**config.mk**
```make
export PLATFORM = sky130hd
export DESIGN_NAME = addressable_latch_8
export DESIGN_NICKNAME = d
export VERILOG_FILES = /design/src/rtl/addressable_latch_8_pkg.sv /design/src/rtl/addressable_latch_8_decoder_3to8.sv /design/src/rtl/addressable_latch_8.sv
export SDC_FILE = /design/constraint.sdc
export NUM_CORES = 1
export LEC_CHECK = 0
export ABC_AREA = 1
export CORE_ASPECT_RATIO = 0.9
export CORE_UTILIZATION = 30
export CTS_BUF_LIST = sky130_fd_sc_hd__clkbuf_4 sky130_fd_sc_hd__clkbuf_8
export DETAILED_ROUTE_END_ITERATION = 7
export GPL_ROUTABILITY_DRIVEN = 0
export PLACE_DENSITY = 0.56
export SLEW_MARGIN = 30
export SYNTH_ARGS = -nofsm -noshare
export SYNTH_HDL_FRONTEND = slang
export SYNTH_SLANG_ARGS = --single-unit
export TNS_END_PERCENT = 30
```
**constraint.sdc**
```tcl
create_clock -name clock -period 3.5 [get_ports clock]
set_clock_uncertainty 0.05 [all_clocks]
set_input_delay 0.7 -clock clock [delete_from_list [all_inputs] [get_ports clock]]
set_output_delay 0.7 -clock clock [all_outputs]
set_load 0.005 [all_outputs]
```
**src/rtl/addressable_latch_8_pkg.sv**
```systemverilog
// Shared encodings for the addressable latch: {clr,we} modes, FSM states, last scan index.
package addressable_latch_8_pkg;

    typedef logic [1:0] mode_t;

    localparam mode_t MODE_HOLD  = 2'b00;
    localparam mode_t MODE_WRITE = 2'b01;
    localparam mode_t MODE_CLEAR = 2'b10;
    localparam mode_t MODE_DEMUX = 2'b11;

    localparam logic ST_IDLE = 1'b0;
    localparam logic ST_SCAN = 1'b1;

    localparam logic [2:0] LAST_INDEX = 3'd7;

endpackage

```
**src/rtl/addressable_latch_8_decoder_3to8.sv**
```systemverilog
// Combinational 3-to-8 one-hot decoder used to pick the latch bit being written.
module decoder_3to8 (
    input  logic [2:0] i_index,
    output logic [7:0] o_mask
);

    assign o_mask = 8'b0000_0001 << i_index;

endmodule

```
**src/rtl/addressable_latch_8.sv**
```systemverilog
// Clocked 8-bit addressable latch with write/hold/demux/clear modes and an 8-bit serial scan.
module addressable_latch_8
    import addressable_latch_8_pkg::*;
#(
    parameter logic [7:0] RESET_VALUE = 8'h00
) (
    input  logic       clock,
    input  logic       reset,
    input  logic       dataIn,
    input  logic [2:0] sel,
    input  logic       we,
    input  logic       clr,
    input  logic       start,
    output logic [7:0] latchOut,
    output logic       busy,
    output logic [2:0] scanPtr,
    output logic       frameDone
);

    logic       r_state;
    logic [7:0] r_latch;
    logic [2:0] r_ptr;
    logic       r_frameDone;

    logic [2:0] w_index;
    logic [7:0] w_mask;
    logic [7:0] w_data;
    logic [7:0] w_merged;
    mode_t      w_mode;

    // One decoder serves both the addressed write and the scan write.
    assign w_index  = (r_state == ST_SCAN) ? r_ptr : sel;
    assign w_data   = {8{dataIn}};
    assign w_merged = (r_latch & ~w_mask) | (w_data & w_mask);
    assign w_mode   = {clr, we};

    decoder_3to8 u_decoder (
        .i_index (w_index),
        .o_mask  (w_mask)
    );

    always_ff @(posedge clock) begin
        if (reset) begin
            r_state     <= ST_IDLE;
            r_latch     <= RESET_VALUE;
            r_ptr       <= 3'd0;
            r_frameDone <= 1'b0;
        end else begin
            r_frameDone <= 1'b0;
            if (r_state == ST_IDLE) begin
                // clr takes precedence over start; start wins over a plain write.
                if (clr) begin
                    r_latch <= (w_mode == MODE_DEMUX) ? (w_data & w_mask) : 8'h00;
                end else if (start) begin
                    r_state <= ST_SCAN;
                    r_ptr   <= 3'd0;
                end else if (w_mode == MODE_WRITE) begin
                    r_latch <= w_merged;
                end
            end else begin
                if (clr) begin
                    r_latch <= 8'h00;
                    r_state <= ST_IDLE;
                    r_ptr   <= 3'd0;
                end else begin
                    r_latch <= w_merged;
                    if (r_ptr == LAST_INDEX) begin
                        r_state     <= ST_IDLE;
                        r_ptr       <= 3'd0;
                        r_frameDone <= 1'b1;
                    end else begin
                        r_ptr <= r_ptr + 3'd1;
                    end
                end
            end
        end
    end

    assign latchOut  = r_latch;
    assign busy      = (r_state == ST_SCAN);
    assign scanPtr   = r_ptr;
    assign frameDone = r_frameDone;

endmodule

```
======== After elaboration in Yosys (flattened, before gate mapping) ========
Index checks and enable logic that the tools add are counted.
storage, ports and cells
  bits in registers ....................... 13
  output and inout bits ................... 13
  word-level logic and storage cells ...... 39
operators by class
  add/subtract/negate cells ............... 1
  eq/ne operators ......................... 5
  shift operators ......................... 1
  mux-type cells .......................... 18
  bitwise gates (word level) .............. 5
  reductions and logical operators ........ 5
operator list
  operator                                                               number
  8-bit 2-to-1 mux                                                       6
  3-bit 2-to-1 mux                                                       6
  8-bit AND                                                              2
  8-bit inverter                                                         1
  8-bit OR                                                               1
  1-bit by 3-bit left shift with 8-bit output, first input constant      1
  1-bit 2-to-1 mux                                                       6
  2-bit AND reduction                                                    2
  3-bit by 1-bit adder with 3-bit output, second input constant          1
  3-bit equality test, second input constant                             1
  3-bit by 2-bit != test with 1-bit output, second input constant        1
  3-bit nonzero test                                                     1
  3-bit OR reduction                                                     1
  2-bit by 1-bit equality test with 1-bit output, second input constant  1
  2-bit equality test, second input constant                             1
  2-bit by 1-bit != test with 1-bit output, second input constant        1
  2-bit nonzero test                                                     1
  1-bit inverter                                                         1

======== Depth between registers and ports, before layout ========
Gate-level depths: netlist of run 1.
  depth after elaboration ................. 9
  mapped depth ............................ 9
  depth with buffers taken out ............ 8

======== Modules after synthesis ========
Synthesis of run 1 repeated with hierarchy kept, for this count alone.
unflattened totals
  cells, all modules ...................... 139
  area total of the unflattened synthesis .. 835.8 um^2
by module, submodules not included
  module               times used  cells each  area each (um^2)  sequential area each (um^2)
  addressable_latch_8  1           124         779.5             260.2
  decoder_3to8         1           15          56.3              0.0

======== Worst setup path before layout of run 1 ========
No wires, ideal clock.
  kind .................................... in2reg
  from .................................... in we
  to ...................................... reg r_latch[3] (netlist: latchOut[3])
  library setup time ...................... 0.115 ns
  arrival time ............................ 1.240 ns
  required time ........................... 3.335 ns
  setup slack ............................. 2.095 ns
  stages .................................. 6
  path buffers ............................ 1
  path through ............................ inv_1 > o21ai_4 > buf_6 > nand2_1 > nor2_1 > nor2_1
between the ends
  longest elaborated chain between the ends .. 4
  elaborated cells on any way between the ends .. 7
  those cells by class .................... eq/ne (2); mux (3); reduce/logical (2)
ends and longest elaborated chain
  what                    line                       text
  start: declaration      addressable_latch_8.sv:11  input logic we,
  2-bit equality test     addressable_latch_8.sv:53  r_latch <= (w_mode == MODE_DEMUX) ? (w_data & w_mask) : 8'h00;
  8-bit 2-to-1 mux        addressable_latch_8.sv:53
  8-bit 2-to-1 mux        addressable_latch_8.sv:52  if (clr) begin
  8-bit 2-to-1 mux        addressable_latch_8.sv:50  if (r_state == ST_IDLE) begin
  end signal: assignment  addressable_latch_8.sv:53
  end signal: assignment  addressable_latch_8.sv:58  r_latch <= w_merged;
  end signal: assignment  addressable_latch_8.sv:66  r_latch <= w_merged;
  end: declaration        addressable_latch_8.sv:21  logic [7:0] r_latch;
Several ways; a longest one is shown, not always the timed one.
A chain may end at the register's enable or synchronous reset.

======== Final worst setup path of run 1 ========
  from .................................... reg r_state (netlist: busy)
  to ...................................... out busy
RTL lines
  what                      line                       text
  start: declaration        addressable_latch_8.sv:20  logic r_state;
  start signal: assignment  addressable_latch_8.sv:44  r_state <= ST_IDLE;
  start signal: assignment  addressable_latch_8.sv:55  r_state <= ST_SCAN;
  start signal: assignment  addressable_latch_8.sv:63  r_state <= ST_IDLE;
  end: declaration          addressable_latch_8.sv:15  output logic busy,
No word-level cell between the ends.

==> impl_results.md, run 1 <==
- Outcome: complete, but fails checks
- Failing checks: design-rule violations
- Max incr delay on CP: ~0.66 ns
- Multiplexer area fraction after synthesis: 0%
- Vias: 840
- DRT antenna net count: 0
- # IOs: 22
- Total Die Area: about 3000 um2
- H-Tree Level Count: 1
- Crit path kind: reg2out
- FF-to-FF Start: busy$_SDFF_PP0_
- Setup TNS: 0 ns
- Worst path bufs/invs: 1
- Place WS: around 1.3 ns
- Final wirelength: about 1800 um
- Vias in the first global route: between 700 and 800
- Share of layout cells above drive strength 1: about a tenth
- FF+latch count, synth: 13
- RSZ-0062 raised after global routing: no
- Seq pwr share: ~46%
- Area growth syn-to-layout: 29.6%
- Layout Utilization: 42.5%
- Crit path required time: around 2.8 ns
- Yosys cell types: 16
- Hold Startpoint: scanPtr[1]$_SDFFE_PP0P_
- Worst-Margin Slew: 0.522 ns
- Cell type with the largest total area after synthesis: dfxtp_1
- CTS tree: done
- Area contributors post-synth: dfxtp_1 31%, nand2_1 15%, nor2_1 15%
- Gr ovfl total: 0
- Crit path time final: ~2.3 ns
- Later-pin clock latency in the skew report: around 0.28 ns
- XOR/XNOR Fraction of Synth Area: 0%
- Fin nets: 171
- DIE HEIGHT: roughly 52 um
- Post-route setup slack: 1.20 ns
- Largest net degree at the start of global routing: 17
- Crit start category: flip-flop
- Drt pass-1 iters: 6
- Initial Util: between 30 and 40%
- Number of hold violations in the final report: 0
- CP endpoint kind: output port
- Combinational Power Share: 24.0%
- Initial antenna violation count: 0
- Site Rows: 17
- Power density over cell area: 329 nW/um2
- Psw: between 0.0001 and 0.00015 W
- # Max-Cap Violations: 0
- Horiz. Die Dim: 57.6 um
- Clock Power Share: 29.9%
- Total clock sinks: 13
- Fin Hold WS: around 0.47 ns
- Slew Viols, Final: 0
- Switching share of power: between 30% and 40%
- Clock-pin transition on the worst setup and hold timing paths: 0.09 ns
- Compound-gate portion of the synthesized area: 10.9%
- Drt initial violations: 13
- Arrival @ worst endpoint: 1.55 ns
- CP max-delay cell: dfxtp_1
- DR vias/cell: 4.49
- Critical Path Fanout Max: 11
- Peak Freq: 436 MHz
- WL per Instance: between 9 and 10 um
- IO Port Bufs: 21
- DP HPWL: 1390 um
- VDD IR max: between 0.15 and 0.2 mV
- Largest family of logic cells by synthesized area: simple AND/OR/NAND/NOR gates
- Floorplan core area: between 2000 and 3000 um2
- Post-synthesis simple-gate area fraction: 42.5%
- Seq/Total Area, Yosys: approximately 31%
- Setup crit start: busy$_SDFF_PP0_
- Post-CTS Setup Bufs: 0
- LEAKAGE: 0.474 nW
- CTS resizes: 0
- Fin crit share: roughly 66%
- Syn Area/Cell: a little over 6 um2
- Post-synthesis adder-cell area fraction: under 10%
- Ant. Diodes: 0
- Hold_buf cts: 0
- Worst path cell trace: clkdlybuf4s50_1
- Post-route DRC: 1
- Ys Warns: 0
- CTS max path bufs: 2
- First-pass GRT wire length: 3150 um
- Overall Global Routing Usage: approximately 14%
- Synth Net Count: approximately 150
- Slew HR: around two thirds
- Clock root buffer: clkbuf_4
- Internal power: around 0.00025 W
- CP top delay family: flip-flops
- Cells after Synth: 137
- Post-Syn Area: 836 um2
- Hold Crit Class: reg2reg
- Final Setup Violations: 0
- Clock buffer count from CTS: 3
- Post-synth top area share: 31.1%
-- cell usage in the layout (no fill, tap or decap) --
cell             netlist  final
nor4_1                 1      1
a21oi_1                5      5
o21ai_1                9      9
nand2_1               33     33
nand3_1                8      8
inv_1                 18     18
dfxtp_1               13     13
inv_6                  1      1
nand2_2                8      8
o21ai_4                1      1
nor2_1                33     33
nor2_4                 1      1
clkdlybuf4s50_1        0     21
clkbuf_4               0      4
ha_1                   2      2
o21ai_0                1      1
-- metrics by stage --
step | power, W | instances | cell area (um2)
after floorplan | 0.000220 | 137 | 836
after global placement | 0.000252 | 183 | 1050
after detailed placement | 0.000254 | 183 | 1050
after CTS | 0.000361 | 187 | 1080
after global routing | 0.000382 | 187 | 1080
final | 0.000356 | 187 | 1080
-- layer usage --
layer	track usage, %	vias up	part of all wire (%)
met3	4.73	5	5.0
met4	6.10	0	1.5
met1	17.3	354	53
met5	0	-	0
met2	21.9	17	40
li1	-	464	-
-- tightest hold or removal path: cells and delay by family (launching register included) --
kind,cells,cell delay [ns]
compound gates,1,0.05
flops,1,0.35
simple gates,1,0.07
-- final cells by class --
type / instances / area, um2
multi-input combinational: 102 / 472
sequential: 13 / 260
clock buffer: 4 / 30.0
fill: 296 / 1470
timing repair buffer: 21 / 210
inverter: 19 / 76.3
tap: 28 / 35.0
-- synthesized netlist by cell type --
master / count
a21oi_1: 5
buf_2: 1
buf_6: 2
dfxtp_1: 13
ha_1: 2
inv_1: 18
inv_6: 1
nand2_1: 33
nand2_2: 8
nand3_1: 8
nor2_1: 33
nor2_4: 1
nor4_1: 1
o21ai_0: 1
o21ai_1: 9
o21ai_4: 1
-- cells by family after synthesis --
| group | count (synthesis) |
|---|---|
| AOI/OAI and AO/OA | 16 |
| adders and majority gates | 2 |
| buffers and inverters | 22 |
| DFF | 13 |
| and+or+nand+nor | 84 |
-- power by group through the flow --
stage                     sequential, W  combinational (W)  clock, W
after CTS                      0.000164          0.0000864  0.000110
final                          0.000164          0.0000856  0.000107
after global routing           0.000166          0.0000977  0.000118
after global placement         0.000167          0.0000849         0
after detailed placement       0.000168          0.0000859         0
after floorplan                0.000166          0.0000544         0
-- path summary, 6_finish.rpt --
check	end	slack, ns	cells past startpoint
worst max register to register	latchOut[6]$_SDFFE_PP0P_	2.06	7
worst max-delay path	busy	1.20	1
worst min register to register	scanPtr[1]$_SDFFE_PP0P_	0.47	2
worst min-delay path	scanPtr[1]$_SDFFE_PP0P_	0.47	2
-- flip-flops by register name, indices dropped and copies added, names as in the netlist --
| register | flops |
|---|---|
| busy | 1 |
| scanPtr | 3 |
| latchOut | 8 |
| frameDone | 1 |
Note: power is estimated with default switching activity, not from simulation.
==> inputs of run 2 (changes only) <==
PLACE_DENSITY = 0.58   (was 0.56)
clock period = 2.1 ns   (was 3.5 ns; I/O delays follow)
==> impl_results.md, run 2 (synthesis gave the netlist of run 1 again) <==
- Met3 usage: 4.73% (unchanged)
- Drt pass-1 iters: 4 (was 6)
- Worst-Margin Slew: 0.397 ns (was 0.522 ns)
- First-pass GRT wire length: 2950 um (was 3150 um)
- Fin crit share: between 80 and 90%
- # Max-Cap Violations: 0 (unchanged)
- Vias in the first global route: 693 (was 751)
- Site Rows: 17 (unchanged)
- GR Layer Usage met1: 16.3% (was 17.3%)
- Final Setup Violations: 0 (unchanged)
- VDD IR max: 0.302 mV (was 0.186 mV)
- Clock root buffer: clkbuf_4 (unchanged)
- WL per Instance: 9.39 um (was 9.61 um)
- Slew HR: 73.4% (was 65.1%)
- Vias: 855 (was 840)
- CP endpoint kind: output port (unchanged)
- Clock-pin transition on the worst setup and hold timing paths: 0.09 ns (about the same)
- Clock buffer count from CTS: 3 (unchanged)
- CP top delay family: buffers and inverters (was flip-flops)
- Floorplan core area: 2550 um2 (unchanged)
- Peak Freq: about 600 MHz
- LEAKAGE: 0.483 nW (was 0.474 nW)
- Power density over cell area: 530 nW/um2 (was 329 nW/um2)
- Worst path cell trace: clkdlybuf4s50_1 (unchanged)
- Number of hold violations in the final report: 0 (unchanged)
- Initial Util: 32.7% (unchanged)
- Initial antenna violation count: 0 (unchanged)
- Busiest grt layer: met2 (unchanged)
- Later-pin clock latency in the skew report: 0.28 ns (about the same)
- Crit path time final: 1.71 ns
- Setup TNS: 0 ns (unchanged)
- Total clock sinks: 13 (unchanged)
- Critical Path Fanout Max: 5 (was 11)
- CP max-delay cell: clkdlybuf4s50_1 (was dfxtp_1)
- DR vias/cell: 4.52 (was 4.49)
- Hold Crit Class: reg2reg (unchanged)
- DP HPWL: 1390 um (about the same)
- Total Die Area: 3000 um2 (unchanged)
- Filler cell count: 277 (was 296)
- Crit path required time: 1.63 ns (was 2.75 ns)
- Final wirelength: 1780 um (was 1800 um)
- CTS max path bufs: 2 (unchanged)
- Gr ovfl total: 0 (unchanged)
- Overall Global Routing Usage: 13.3% (was 14.0%)
- Most frequent cells in the layout: 33 x nand2_1, 33 x nor2_1, 21 x clkdlybuf4s50_1 (unchanged)
- Share of layout cells above drive strength 1: 10.6% (was 9.43%)
- Fin nets: 173 (was 171)
- M2 GR Usage: 21.5% (was 21.9%)
- CTS resizes: 0 (unchanged)
- Horiz. Die Dim: 57.6 um (unchanged)
- RSZ-0062 raised after global routing: no (unchanged)
- Hold_buf cts: 0 (unchanged)
- Max reg flops: 8 (unchanged)
- DRT antenna net count: 0 (unchanged)
- H-Tree Level Count: 1 (unchanged)
- Arrival @ worst endpoint: 1.24 ns (was 1.55 ns)
- DIE HEIGHT: 52.1 um (unchanged)
- Worst path bufs/invs: 1 (unchanged)
- IO Port Bufs: 21 (unchanged)
- Final Instance Count excl. Fillers: 189 (was 187)
- CTS tree: done (unchanged)
- Post-route DRC: 0 (was 1)
- Drt initial violations: 20 (was 13)
- Crit start category: flip-flop (unchanged)
- Crit path kind: reg2out (unchanged)
- Post-CTS Setup Bufs: 0 (unchanged)
- Power Total: 0.000581 W (was 0.000356 W)
- Storage cell area: 260 um2 (unchanged)
- Outcome: completed (was complete, but fails checks)
- Area growth syn-to-layout: 31.1% (was 29.6%)
- Max incr delay on CP: 0.53 ns (was 0.66 ns)
- Ant. Diodes: 0 (unchanged)
- Area of the multi-input gates: 472 um2 (unchanged)
- Slew Viols, Final: 0 (unchanged)
- Largest net degree at the start of global routing: 17 (unchanged)
- # IOs: 22 (unchanged)
- Dpl cells: 185 (was 183)
## run 2: changes by cell type in the layout (fill, tap and decap cells not counted), sizes merged
cell,delta
clkinv,+1
clkbuf,-1
buf,+2
## run 2: worst register-to-register path, stage by stage, from the launching register on
cell	delay, ns
dfxtp_1	0.32
buf_4	0.18
inv_6	0.09
nand2_1	0.06
nand2_2	0.08
nand3_1	0.12
nand2_1	0.08
nand2_1	0.04
nor2_1	0.11
nor2_1	0.05
## run 2: cell type report
cell class | instances | share of cell area (%)
Tap cell | 28 | 3.20
Timing Repair Buffer | 23 | 20.5
Inverter | 19 | 6.96
Clock inverter | 1 | 0.457
Sequential cell | 13 | 23.7
Multi-Input combinational cell | 102 | 43.0
Clock buffer | 3 | 2.05
## run 2: per-layer routing
layer | wire length, um | vias to the layer above
met5 | 0 | -
met4 | 29 | 0
met3 | 79 | 2
met2 | 780 | 17
met1 | 885 | 369
li1 | - | 467
## run 2: where the power goes
group	switching [W]	internal [W]	total, W
sequential	0.00000994	0.000260	0.000270
clock	0.0000920	0.0000706	0.000163
combinational	0.0000789	0.0000695	0.000148
total	0.000181	0.000400	0.000581
## run 2: path summary, 6_finish.rpt
| check | start | to | slack [ns] | cells past startpoint |
|---|---|---|---|---|
| max reg2reg | busy$_SDFF_PP0_ | latchOut[5]$_SDFFE_PP0P_ | 0.83 | 9 |
| min reg2reg | scanPtr[1]$_SDFFE_PP0P_ | scanPtr[1]$_SDFFE_PP0P_ | 0.48 | 2 |
| max | scanPtr[2]$_SDFFE_PP0P_ | scanPtr[2] | 0.39 | 1 |
| min | scanPtr[1]$_SDFFE_PP0P_ | scanPtr[1]$_SDFFE_PP0P_ | 0.48 | 2 |
## run 2: per-stage QoR
step | utilization, % | instance area [um2] | hold slack, ns | setup slack (ns)
after detailed placement | 41.9 | 1070 | 0.470 | 0.367
after floorplan | - | 836 | 0.439 | 0.975
after global placement | 41.9 | 1070 | 0.466 | 0.395
final | 42.9 | 1100 | 0.475 | 0.389
after CTS | 42.9 | 1100 | 0.485 | 0.375
after global routing | 42.9 | 1100 | 0.516 | 0.329
==> inputs of run 3 (changes only) <==
clock period = 1.5 ns   (was 2.1 ns; I/O delays follow)
==> impl_results.md, run 3 (synthesis gave the netlist of run 1 again) <==
- Ant. Diodes: 0 (unchanged)
- CTS tree: done (unchanged)
- FF-to-FF Start: busy$_SDFF_PP0_ (unchanged)
- Worst path cell trace: clkdlybuf4s50_1 (unchanged)
- DRT antenna net count: 0 (unchanged)
- CP max-delay cell: clkdlybuf4s50_1 (unchanged)
- Hold Startpoint: scanPtr[0]$_SDFFE_PP0P_ (was scanPtr[1]$_SDFFE_PP0P_)
- Drt pass-1 iters: 4 (unchanged)
- Post-route DRC: 0 (unchanged)
- Initial antenna violation count: 0 (unchanged)
- DR vias/cell: 4.59 (was 4.52)
- Total clock sinks: 13 (unchanged)
- IO Port Bufs: 21 (unchanged)
- Vias in the first global route: 749 (was 693)
- CP endpoint kind: output port (unchanged)
- Final wirelength: 1810 um (was 1780 um)
- WL per Instance: 9.29 um (was 9.39 um)
- Initial Util: 32.7% (unchanged)
- Power density over cell area: 704 nW/um2 (was 530 nW/um2)
- Gr ovfl total: 0 (unchanged)
- Setup crit start: latchOut[4]$_SDFFE_PP0P_ (was scanPtr[2]$_SDFFE_PP0P_)
- Number of hold violations in the final report: 0 (unchanged)
- CP top delay family: buffers and inverters (unchanged)
- Slew HR: 82.9% (was 73.4%)
- Final Setup Violations: 0 (unchanged)
- Layout Utilization: 46.3% (was 42.9%)
- Clock buffer count from CTS: 3 (unchanged)
- # IOs: 22 (unchanged)
- H-Tree Level Count: 1 (unchanged)
- Worst r2r dst: latchOut[5]$_SDFFE_PP0P_ (unchanged)
- Share of layout cells above drive strength 1: 21.0% (was 10.6%)
- Peak Freq: between 600 and 700 MHz
- Arrival @ worst endpoint: 1.12 ns (was 1.24 ns)
- # Max-Cap Violations: 0 (unchanged)
- Fin nets: 179 (was 173)
- Floorplan core area: 2550 um2 (unchanged)
- Site Rows: 17 (unchanged)
- Crit start category: flip-flop (unchanged)
- Most frequent cells in the layout: 33 x nand2_1, 33 x nor2_1, 18 x inv_1 (was 33 x nand2_1, 33 x nor2_1, 21 x clkdlybuf4s50_1)
- Max reg flops: 8 (unchanged)
- Largest net degree at the start of global routing: 17 (unchanged)
- Power Total: 0.000832 W (was 0.000581 W)
- Post-route setup slack: 0.0335 ns (was 0.389 ns)
- Worst-Margin Slew: 0.257 ns (was 0.397 ns)
- Worst path bufs/invs: 1 (unchanged)
- Reg-to-reg setup timing slack: 0.24 ns (was 0.83 ns)
- Place WS: -0.0515 ns (was 0.367 ns)
- Later-pin clock latency in the skew report: 0.28 ns (about the same)
- Overall Global Routing Usage: 14.0% (was 13.3%)
- Area growth syn-to-layout: 41.5% (was 31.1%)
- Critical Path Fanout Max: 3 (was 5)
- Fin crit share: between 90% and 100%
- Outcome: completed (unchanged)
- Drt initial violations: 25 (was 20)
- Crit path required time: 1.15 ns (was 1.63 ns)
- RSZ-0062 raised after global routing: no (unchanged)
- DP HPWL: 1380 um (was 1390 um)
- Hold depth: 2 (unchanged)
- Vias: 896 (was 855)
- Clock root buffer: clkbuf_4 (unchanged)
- First-pass GRT wire length: 3170 um (was 2950 um)
- Clock-pin transition on the worst setup and hold timing paths: 0.09 ns (about the same)
- DIE HEIGHT: 52.1 um (unchanged)
- Slew Viols, Final: 0 (unchanged)
- Crit path kind: reg2out (unchanged)
- Hold Crit Class: reg2reg (unchanged)
- LEAKAGE: 0.624 nW (was 0.483 nW)
- R2R cell count: 9 (unchanged)
- CTS max path bufs: 2 (unchanged)
- Horiz. Die Dim: 57.6 um (unchanged)
- Hold EP: scanPtr[0]$_SDFFE_PP0P_ (was scanPtr[1]$_SDFFE_PP0P_)
- Crit path time final: ~1.5 ns
- Filler cell count: 273 (was 277)
- VDD IR max: 0.474 mV (was 0.302 mV)
- Total Die Area: 3000 um2 (unchanged)
- Max incr delay on CP: 0.49 ns (was 0.53 ns)
-- run 3: how the worst max path moves through the flow --
stage                          endpoint  depth (start not counted)
3_3_place_gp   latchOut[6]$_SDFFE_PP0P_                          7
3_5_place_dp   latchOut[1]$_SDFFE_PP0P_                          6
6_report                    latchOut[4]                          1
5_1_grt                     latchOut[2]                          1
4_1_cts                     latchOut[2]                          1
2_1_floorplan  latchOut[7]$_SDFFE_PP0P_                          8
-- run 3: cell type report --
| cell class | instances | area [um2] | area share (%) |
|---|---|---|---|
| clock buffers | 3 | 22.5 | 1.90 |
| clock inverters | 1 | 5.00 | 0.423 |
| inverters | 19 | 76.3 | 6.46 |
| multi-input cells | 102 | 472 | 39.9 |
| flip-flops and latches | 13 | 275 | 23.3 |
| well taps | 28 | 35.0 | 2.96 |
| repair buffers | 29 | 297 | 25.1 |
-- run 3: report_power, final --
part           internal, W  leakage, nW  switching, W
combinational     0.000106        0.495      0.000114
clock            0.0000989       0.0177      0.000132
sequential        0.000368        0.111     0.0000127
-- run 3: metrics by stage --
step           instances  hold WS [ns]  TNS (ns)  instance area, um2
2_1_floorplan        137         0.319         0                 836
3_3_place_gp         189         0.461    -0.148                1110
3_5_place_dp         189         0.460    -0.412                1110
4_1_cts              195         0.462         0                1160
5_1_grt              195         0.488         0                1180
6_report             195         0.465         0                1180
-- run 3: layer usage --
metal / GRT usage, % / wire length (um) / vias up
li1: - / - / 481
met1: 18.2 / 877 / 391
met2: 21.7 / 815 / 22
met3: 4.48 / 97 / 2
met4: 4.88 / 21 / 0
met5: 0 / 0 / -
-- run 3: timing repair --
action / in CTS / in global routing
endpoints found under the setup margin: 9 / 8
buffers inserted: 2 / 0
resized for setup: 10 / 9
hold buffers: 0 / 0
